===== src/rtl/mem_xfer_ctrl.sv =====
// mem_xfer_ctrl: SRAM transfer sequencer feeding the MDR (D/Load pair).
// Runs one read or write through SETUP, ACCESS (WAIT_CYCLES wait states),
// CAPTURE and DONE; a read delivers the word on MDR_D with a Load_MDR pulse.
// Optional build macro MEM_READY_HS_EN: ACCESS also waits for Mem_Ready.
// Ports:
//   Clk, Reset_n (async, active-low)
//   Start, Rd_Wr, Addr, Wr_Data       request, latched in IDLE
//   Mem_Data_In, Mem_Ready            SRAM read data / ready
//   Mem_Addr, Mem_Data_Out, Data_Drive, Mem_CE_n, Mem_OE_n, Mem_WE_n
//   MDR_D, Load_MDR                   MDR data and load pulse
//   Busy, Done                        status
module mem_xfer_ctrl #(
    parameter int unsigned WAIT_CYCLES = 2
) (
    input  logic        Clk,
    input  logic        Reset_n,
    input  logic        Start,
    input  logic        Rd_Wr,
    input  logic [15:0] Addr,
    input  logic [15:0] Wr_Data,
    input  logic [15:0] Mem_Data_In,
    input  logic        Mem_Ready,
    output logic [15:0] Mem_Addr,
    output logic [15:0] Mem_Data_Out,
    output logic        Data_Drive,
    output logic        Mem_CE_n,
    output logic        Mem_OE_n,
    output logic        Mem_WE_n,
    output logic [15:0] MDR_D,
    output logic        Load_MDR,
    output logic        Busy,
    output logic        Done
);

    typedef enum logic [2:0] {
        S_IDLE,
        S_SETUP,
        S_ACCESS,
        S_CAPTURE,
        S_DONE
    } state_t;

    localparam logic [3:0] CNT_INIT = 4'(WAIT_CYCLES - 1);

    state_t     state, nxt;
    logic [3:0] cnt, cnt_nxt;
    logic       rd, rd_nxt;
    logic       accept;
    logic       acc_exit;

    // Next-cycle output values; registered so every output is glitch-free.
    logic ce_nxt, oe_nxt, we_nxt, drive_nxt, load_nxt, busy_nxt, done_nxt;

    assign accept = (state == S_IDLE) && Start;

`ifdef MEM_READY_HS_EN
    assign acc_exit = (cnt == 4'd0) && Mem_Ready;
`else
    // Mem_Ready has no effect in this build.
    assign acc_exit = (cnt == 4'd0) && (Mem_Ready | 1'b1);
`endif

    always_comb begin
        nxt     = state;
        cnt_nxt = cnt;
        unique case (state)
            S_IDLE: begin
                if (Start) nxt = S_SETUP;
            end
            S_SETUP: begin
                nxt     = S_ACCESS;
                cnt_nxt = CNT_INIT;
            end
            S_ACCESS: begin
                if (acc_exit) nxt = S_CAPTURE;
                // Counter saturates at 0 while waiting on Mem_Ready.
                else if (cnt != 4'd0) cnt_nxt = cnt - 4'd1;
            end
            S_CAPTURE: nxt = S_DONE;
            S_DONE:    nxt = S_IDLE;
            default:   nxt = S_IDLE;
        endcase
    end

    always_comb begin
        rd_nxt    = accept ? Rd_Wr : rd;
        busy_nxt  = (nxt == S_SETUP) || (nxt == S_ACCESS)
                 || (nxt == S_CAPTURE);
        ce_nxt    = !busy_nxt;
        oe_nxt    = !((nxt == S_ACCESS) && rd_nxt);
        we_nxt    = !((nxt == S_ACCESS) && !rd_nxt);
        drive_nxt = ((nxt == S_ACCESS) || (nxt == S_CAPTURE)) && !rd_nxt;
        load_nxt  = (nxt == S_CAPTURE) && rd_nxt;
        done_nxt  = (nxt == S_DONE);
    end

    always_ff @(posedge Clk or negedge Reset_n) begin
        if (!Reset_n) begin
            state        <= S_IDLE;
            cnt          <= 4'd0;
            rd           <= 1'b0;
            Mem_Addr     <= 16'h0000;
            Mem_Data_Out <= 16'h0000;
            MDR_D        <= 16'h0000;
            Mem_CE_n     <= 1'b1;
            Mem_OE_n     <= 1'b1;
            Mem_WE_n     <= 1'b1;
            Data_Drive   <= 1'b0;
            Load_MDR     <= 1'b0;
            Busy         <= 1'b0;
            Done         <= 1'b0;
        end else begin
            state      <= nxt;
            cnt        <= cnt_nxt;
            rd         <= rd_nxt;
            Mem_CE_n   <= ce_nxt;
            Mem_OE_n   <= oe_nxt;
            Mem_WE_n   <= we_nxt;
            Data_Drive <= drive_nxt;
            Load_MDR   <= load_nxt;
            Busy       <= busy_nxt;
            Done       <= done_nxt;
            if (accept) begin
                Mem_Addr     <= Addr;
                Mem_Data_Out <= Wr_Data;
            end
            // Read data is captured on the ACCESS exit edge.
            if ((state == S_ACCESS) && acc_exit && rd)
                MDR_D <= Mem_Data_In;
        end
    end

endmodule


===== config.mk =====
export PLATFORM = sky130hd
export DESIGN_NAME = mem_xfer_ctrl
export DESIGN_NICKNAME = d
export VERILOG_FILES = /design/src/rtl/mem_xfer_ctrl.sv
export SDC_FILE = /design/constraint.sdc
export NUM_CORES = 1
export LEC_CHECK = 0
export ABC_CLOCK_PERIOD_IN_PS = 4180
export CORE_ASPECT_RATIO = 0.75
export CORE_MARGIN = 5
export CORE_UTILIZATION = 45
export CTS_BUF_LIST = sky130_fd_sc_hd__clkbuf_16
export CTS_CLUSTER_SIZE = 25
export DETAILED_ROUTE_END_ITERATION = 6
export PLACE_DENSITY = 0.95
export SYNTH_ARGS = -nofsm -noshare
export SYNTH_HDL_FRONTEND = slang
export SYNTH_SLANG_ARGS = --single-unit

===== constraint.sdc =====
create_clock -name Clk -period 4.18 [get_ports Clk]
set_input_delay 0.836 -clock Clk [delete_from_list [all_inputs] [get_ports Clk]]
set_output_delay 0.836 -clock Clk [all_outputs]
set_load 0.05 [all_outputs]

==> results.ini, run 1 <==
[clocking]
clkTransAtPathRegs_ns=0.05
cts_tree=done
cts_max_level=3
clock_path_buffers=2
cts_buffers=9
cts_resized=0
clkLatencyLatePin_ns=0.31
cts.hold.buffers_added=0
root_buffer=clkbuf_16
cts_num_sinks=63
cts_setup_buffers=0

[die]
die_w_um=94.7
dieArea_um2=6970
rows=23
io_pins=108
start_util_pct=45.7
die_h_um=73.5
core_um2=5300

[final_layout]
diodes=0
num-fill-cells=368
instances_no_fill=349
final_nets=324
mostFrequentLayoutCells=105 x clkdlybuf4s50_1, 60 x dfrtp_1, 40 x mux2_2, 9 x mux2_1, 9 x clkbuf_16
layout_commonest_cell=clkdlybuf4s50_1
area_growth_pct=57.9
drive_above_1_share_pct=23.4

[status]
status=complete, no violations

[route]
dr.first_iter.drc_count=45
drc=0
vias_per_cell=4.73
routed_wl_um=5430
wl_per_cell_um=15.6
drt_first_pass_iters=4
vias=1650
final_antenna_net_count=0

[critical_path]
path_max_fanout=17
critPathTopFamily=simple AND/OR/NAND/NOR gates
worstSetupStartpoint=Start
worstPathCellList=clkdlybuf4s50_1 -> nor4b_4 -> a41oi_2 -> inv_2 -> and3_1 -> mux2_2
critPathRequiredTime_ns=4.37
crit_type=input pin to flip-flop
arrival_ns=2.83
critical_path_buf_inv_count=2
startpoint_type=input pin
end_kind=flip-flop
cpPeakStageDelay_ns=0.68
slowest_stage=and3_1
reg2reg_from=state[2]

[yosys]
ys_types=25
syn_area_um2=2420
syn_inst=157
synthesis.nets=212
yosys_warnings=0
synth_area_leaders=dfrtp_1 62%, mux2_2 19%, mux2_1 4.2%, dfstp_2 3.3%, nor2_1 1.1%
async_flop_share_pct=100
ys_seq_area_share_pct=65.2
yosysTopAreaCell=dfrtp_1
synth_edf_count=0
synth_ff_type=dfrtp_1
yosysTopAreaCellShare_pct=62.0
ys_seq_elements=63
syn_avg_cell_area_um2=15.4

[placement]
io_buffers=106
preCtsSetupSlack_ns=1.19
dp.cells=333
gp_congestion=0.813
place_hpwl_um=3940

[timing]
final.setup.tns_ns=0
skew_ns=0.00571
fin_crit_sh_pct=63.0
final_max_slew_viol_count=0
finalCriticalPeriod_ns=2.64
setup_viol=0
slew_headroom_pct=47.0
worst_slack_ns=1.54
timing.fmax_mhz=379
hold_viol_final=0
rsz0062_at_grt=no
tightest_slew_ns=0.796

[flow_run]
maxCapViolCount=0

[global_route]
grt_pass1_wl_um=8730
grt_max_degree=35
grt_pass1_vias=1806
antenna_found_initial=0
grtUsageTotal_pct=16.7
grt_overflow_total=0

[min_path]
hp-class=flip-flop to flip-flop
worstHoldStart=rd

## cell families (layout without fill, tap and decap cells)
logic type	after synthesis	after routing	synth area share, %
muxes	49	49	22.8
AOI/OAI and AO/OA	6	6	1.86
adders and majority gates	2	2	1.03
xor gates and xnor gates	3	3	1.08
DFF	63	63	65.2
and+or+nand+nor	21	21	5.27
buffers and inverters	13	130	2.74
## worst paths after layout
path                               end  cells after the start  slack [ns]
setup / recovery              MDR_D[3]                      6        1.54
hold / removal                Mem_OE_n                      1        0.47
setup reg to reg              MDR_D[3]                      5        1.85
hold reg to reg               Mem_OE_n                      1        0.47
max in group asynchronous     Mem_CE_n                      2        2.73
min in group asynchronous  Mem_Addr[8]                      1        0.55
## worst register-to-register path, delay by kind of cell, from the launching register on
kind            cells  cell delay [ns]
compound gates      1             0.21
buf+inv             1             0.11
flops               1             0.46
mux                 1             0.43
simple gates        2             1.00
## metrics by stage
stage / hold WS [ns] / area [um2] / util [%]
2_1_floorplan: 0.422 / 2420 / -
3_3_place_gp: 0.458 / 3540 / 66.9
3_5_place_dp: 0.465 / 3540 / 66.9
4_1_cts: 0.474 / 3820 / 72.2
5_1_grt: 0.502 / 3820 / 72.2
6_report: 0.470 / 3820 / 72.2
## metal layers
layer | wire length (um) | vias up | GRT usage, %
met5 | 0 | - | 0
met4 | 67 | 0 | 6.24
met3 | 692 | 8 | 10.2
li1 | - | 768 | -
met2 | 2560 | 78 | 26.2
met1 | 2120 | 796 | 18.8
## cell usage after synthesis, drive strengths merged (2+ instances only)
cell type	count
dfstp	3
buf	7
ha	2
mux2	49
dfrtp	60
o21ai	3
nor2	7
nand3	3
xor2	3
nor3	2
inv	6
nand4	2
nor3b	2
## flip-flops by register name, indices dropped and copies added, names as in the netlist
name and count:
MDR_D 16, Done 1, Busy 1, Mem_WE_n 1
Data_Drive 1, state 3, cnt 4, rd 1
Mem_OE_n 1, Mem_CE_n 1, Mem_Data_Out 16, Load_MDR 1
Mem_Addr 16
## layout make-up
type                            count  area [um2]  area share, %
Sequential cell                    63        1580           41.3
Clock inverter                      7        56.3           1.47
Inverter                            6        22.5          0.589
Clock buffer                        9         225           5.89
Multi-Input combinational cell     81         776           20.3
Tap cell                           75        93.8           2.45
Timing Repair Buffer              108        1070           28.0
Power of run 1 is left out: the tool's default activity adds up to more than one toggle a clock period on the data nets, which glitch-free logic cannot reach.
==> run 2: changes to the inputs <==
Settings changed: ABC_CLOCK_PERIOD_IN_PS 4180 to 2150, CORE_UTILIZATION 45 to 37, PLACE_DENSITY 0.95 to 0.86.
Clock period 4.18 ns to 2.15 ns, I/O delays scaled along.
==> run 2 against run 1 <==
Largest cell class unchanged. Non-clock buffer count increased by 3. Count of clock-buffer cells in the layout unchanged. First-iteration DRC count increased by 2.2%. Hold slack got worse by 0.42 ns. Die area increased by 19%. Worst setup slack got worse by 1.5 ns. Routed wire length increased by 1.8%. Sequential cell count unchanged. Final cell count increased by 2.6%. Global-route usage decreased by 2.6 points. Via count increased by 2.7%.
==> results.ini, run 2 (synthesis gave the netlist of run 1 again) <==
[global_route]
grt_max_degree=47
grt_pass1_wl_um=8850
antenna_found_initial=0
grt_overflow_total=0
grt_pass1_vias=1789
grtUsageTotal_pct=14.2

[placement]
dp.cells=342
gp_congestion=0.825
dpl_cell_area_um2=3600
io_buffers=106
place_hpwl_um=4010

[critical_path]
arrival_ns=1.64
worstPathCellList=clkdlybuf4s50_1
crit_type=flip-flop to primary output
reg2reg_from=state[1]
path_max_fanout=1
cpPeakStageDelay_ns=0.81
critPathRequiredTime_ns=1.72
end_kind=primary output
worstReg2RegEnd=MDR_D[13]
ff2ff_path_depth=6
startpoint_type=flip-flop
critPathTopFamily=buffers and inverters
ff2ff_setup_slack_ns=0.29
critical_path_buf_inv_count=1
slowest_stage=clkdlybuf4s50_1
worstSetupStartpoint=Mem_CE_n

[status]
status=complete, no violations

[route]
wl_per_cell_um=15.4
vias_per_cell=4.73
vias=1694
dr.first_iter.drc_count=46
routed_wl_um=5530
drc=0
final_antenna_net_count=0
drt_first_pass_iters=4

[final_layout]
area_growth_pct=60.1
final_cell_area_um2=3880
mostFrequentLayoutCells=104 x clkdlybuf4s50_1, 60 x dfrtp_1, 40 x mux2_2, 9 x mux2_1, 9 x clkbuf_16
num-fill-cells=519
instances_no_fill=358
final_nets=327
reg_top3=MDR_D x16, Mem_Addr x16, Mem_Data_Out x16
drive_above_1_share_pct=23.8
layout_commonest_cell=clkdlybuf4s50_1
diodes=0

[die]
die_w_um=103
die_h_um=80.1
io_pins=108
start_util_pct=38.3
rows=25
core_um2=6320
dieArea_um2=8280

[clocking]
cts.hold.buffers_added=0
root_buffer=clkbuf_16
cts_num_sinks=63
cts_resized=0
clkTransAtPathRegs_ns=0.05
clock_path_buffers=2
clkLatencyLatePin_ns=0.32
cts_max_level=3
cts_buffers=9
cts_setup_buffers=0
cts_tree=done

[timing]
hold_viol_final=0
fin_crit_sh_pct=96.5
timing.fmax_mhz=482
setup_viol=0
final_max_slew_viol_count=0
finalCriticalPeriod_ns=2.07
holdWs_ns=0.0539
skew_ns=0.00571
slew_headroom_pct=64.8
tightest_slew_ns=0.527
rsz0062_at_grt=no

[min_path]
hp-class=input pin to asynchronous set/reset pin

[flow_run]
maxCapViolCount=0

==> run 2: changes by cell type in the layout (fill, tap and decap cells not counted) <==
cell / delta
buf_4: +2
clkinv_2: -3
clkinv_1: +2
buf_12: +2
clkdlybuf4s50_1: -1
clkinvlp_4: +1
==> run 2: per-layer routing <==
metal  GRT usage (%)  wire length [um]
met5               0                 0
met4            5.43                91
met3            8.59               732
met2            21.0              2540
met1            16.6              2160
==> run 2: worst max-delay path by stage <==
| stage | endpoint | slack [ns] | cells past startpoint |
|---|---|---|---|
| floorplan | MDR_D[0] | 0.21 | 8 |
| global placement | MDR_D[5] | 0.005 | 7 |
| detailed placement | MDR_D[13] | -0.01 | 7 |
| CTS | Mem_CE_n | 0.06 | 1 |
| global route | Mem_CE_n | 0.04 | 1 |
| finish | Mem_CE_n | 0.08 | 1 |
==> run 2: area by class of cell <==
class,count,area (um2),share of cell area (%)
well taps,81,101,2.61
flip-flops and latches,63,1580,40.8
clock inverters,7,56.3,1.45
inverters,6,22.5,0.581
repair buffers,111,1120,28.8
multi-input cells,81,776,20.0
clock buffers,9,225,5.81
==> run 2: per-stage QoR <==
step | TNS (ns) | setup slack [ns] | utilization [%]
2_1_floorplan | 0 | 0.212 | -
3_3_place_gp | 0 | 0.00523 | 56.9
3_5_place_dp | -0.0670 | -0.0119 | 56.9
4_1_cts | 0 | 0.0565 | 61.4
5_1_grt | 0 | 0.0407 | 61.4
6_report | 0 | 0.0756 | 61.4
Power of run 2 is left out for the same reason.
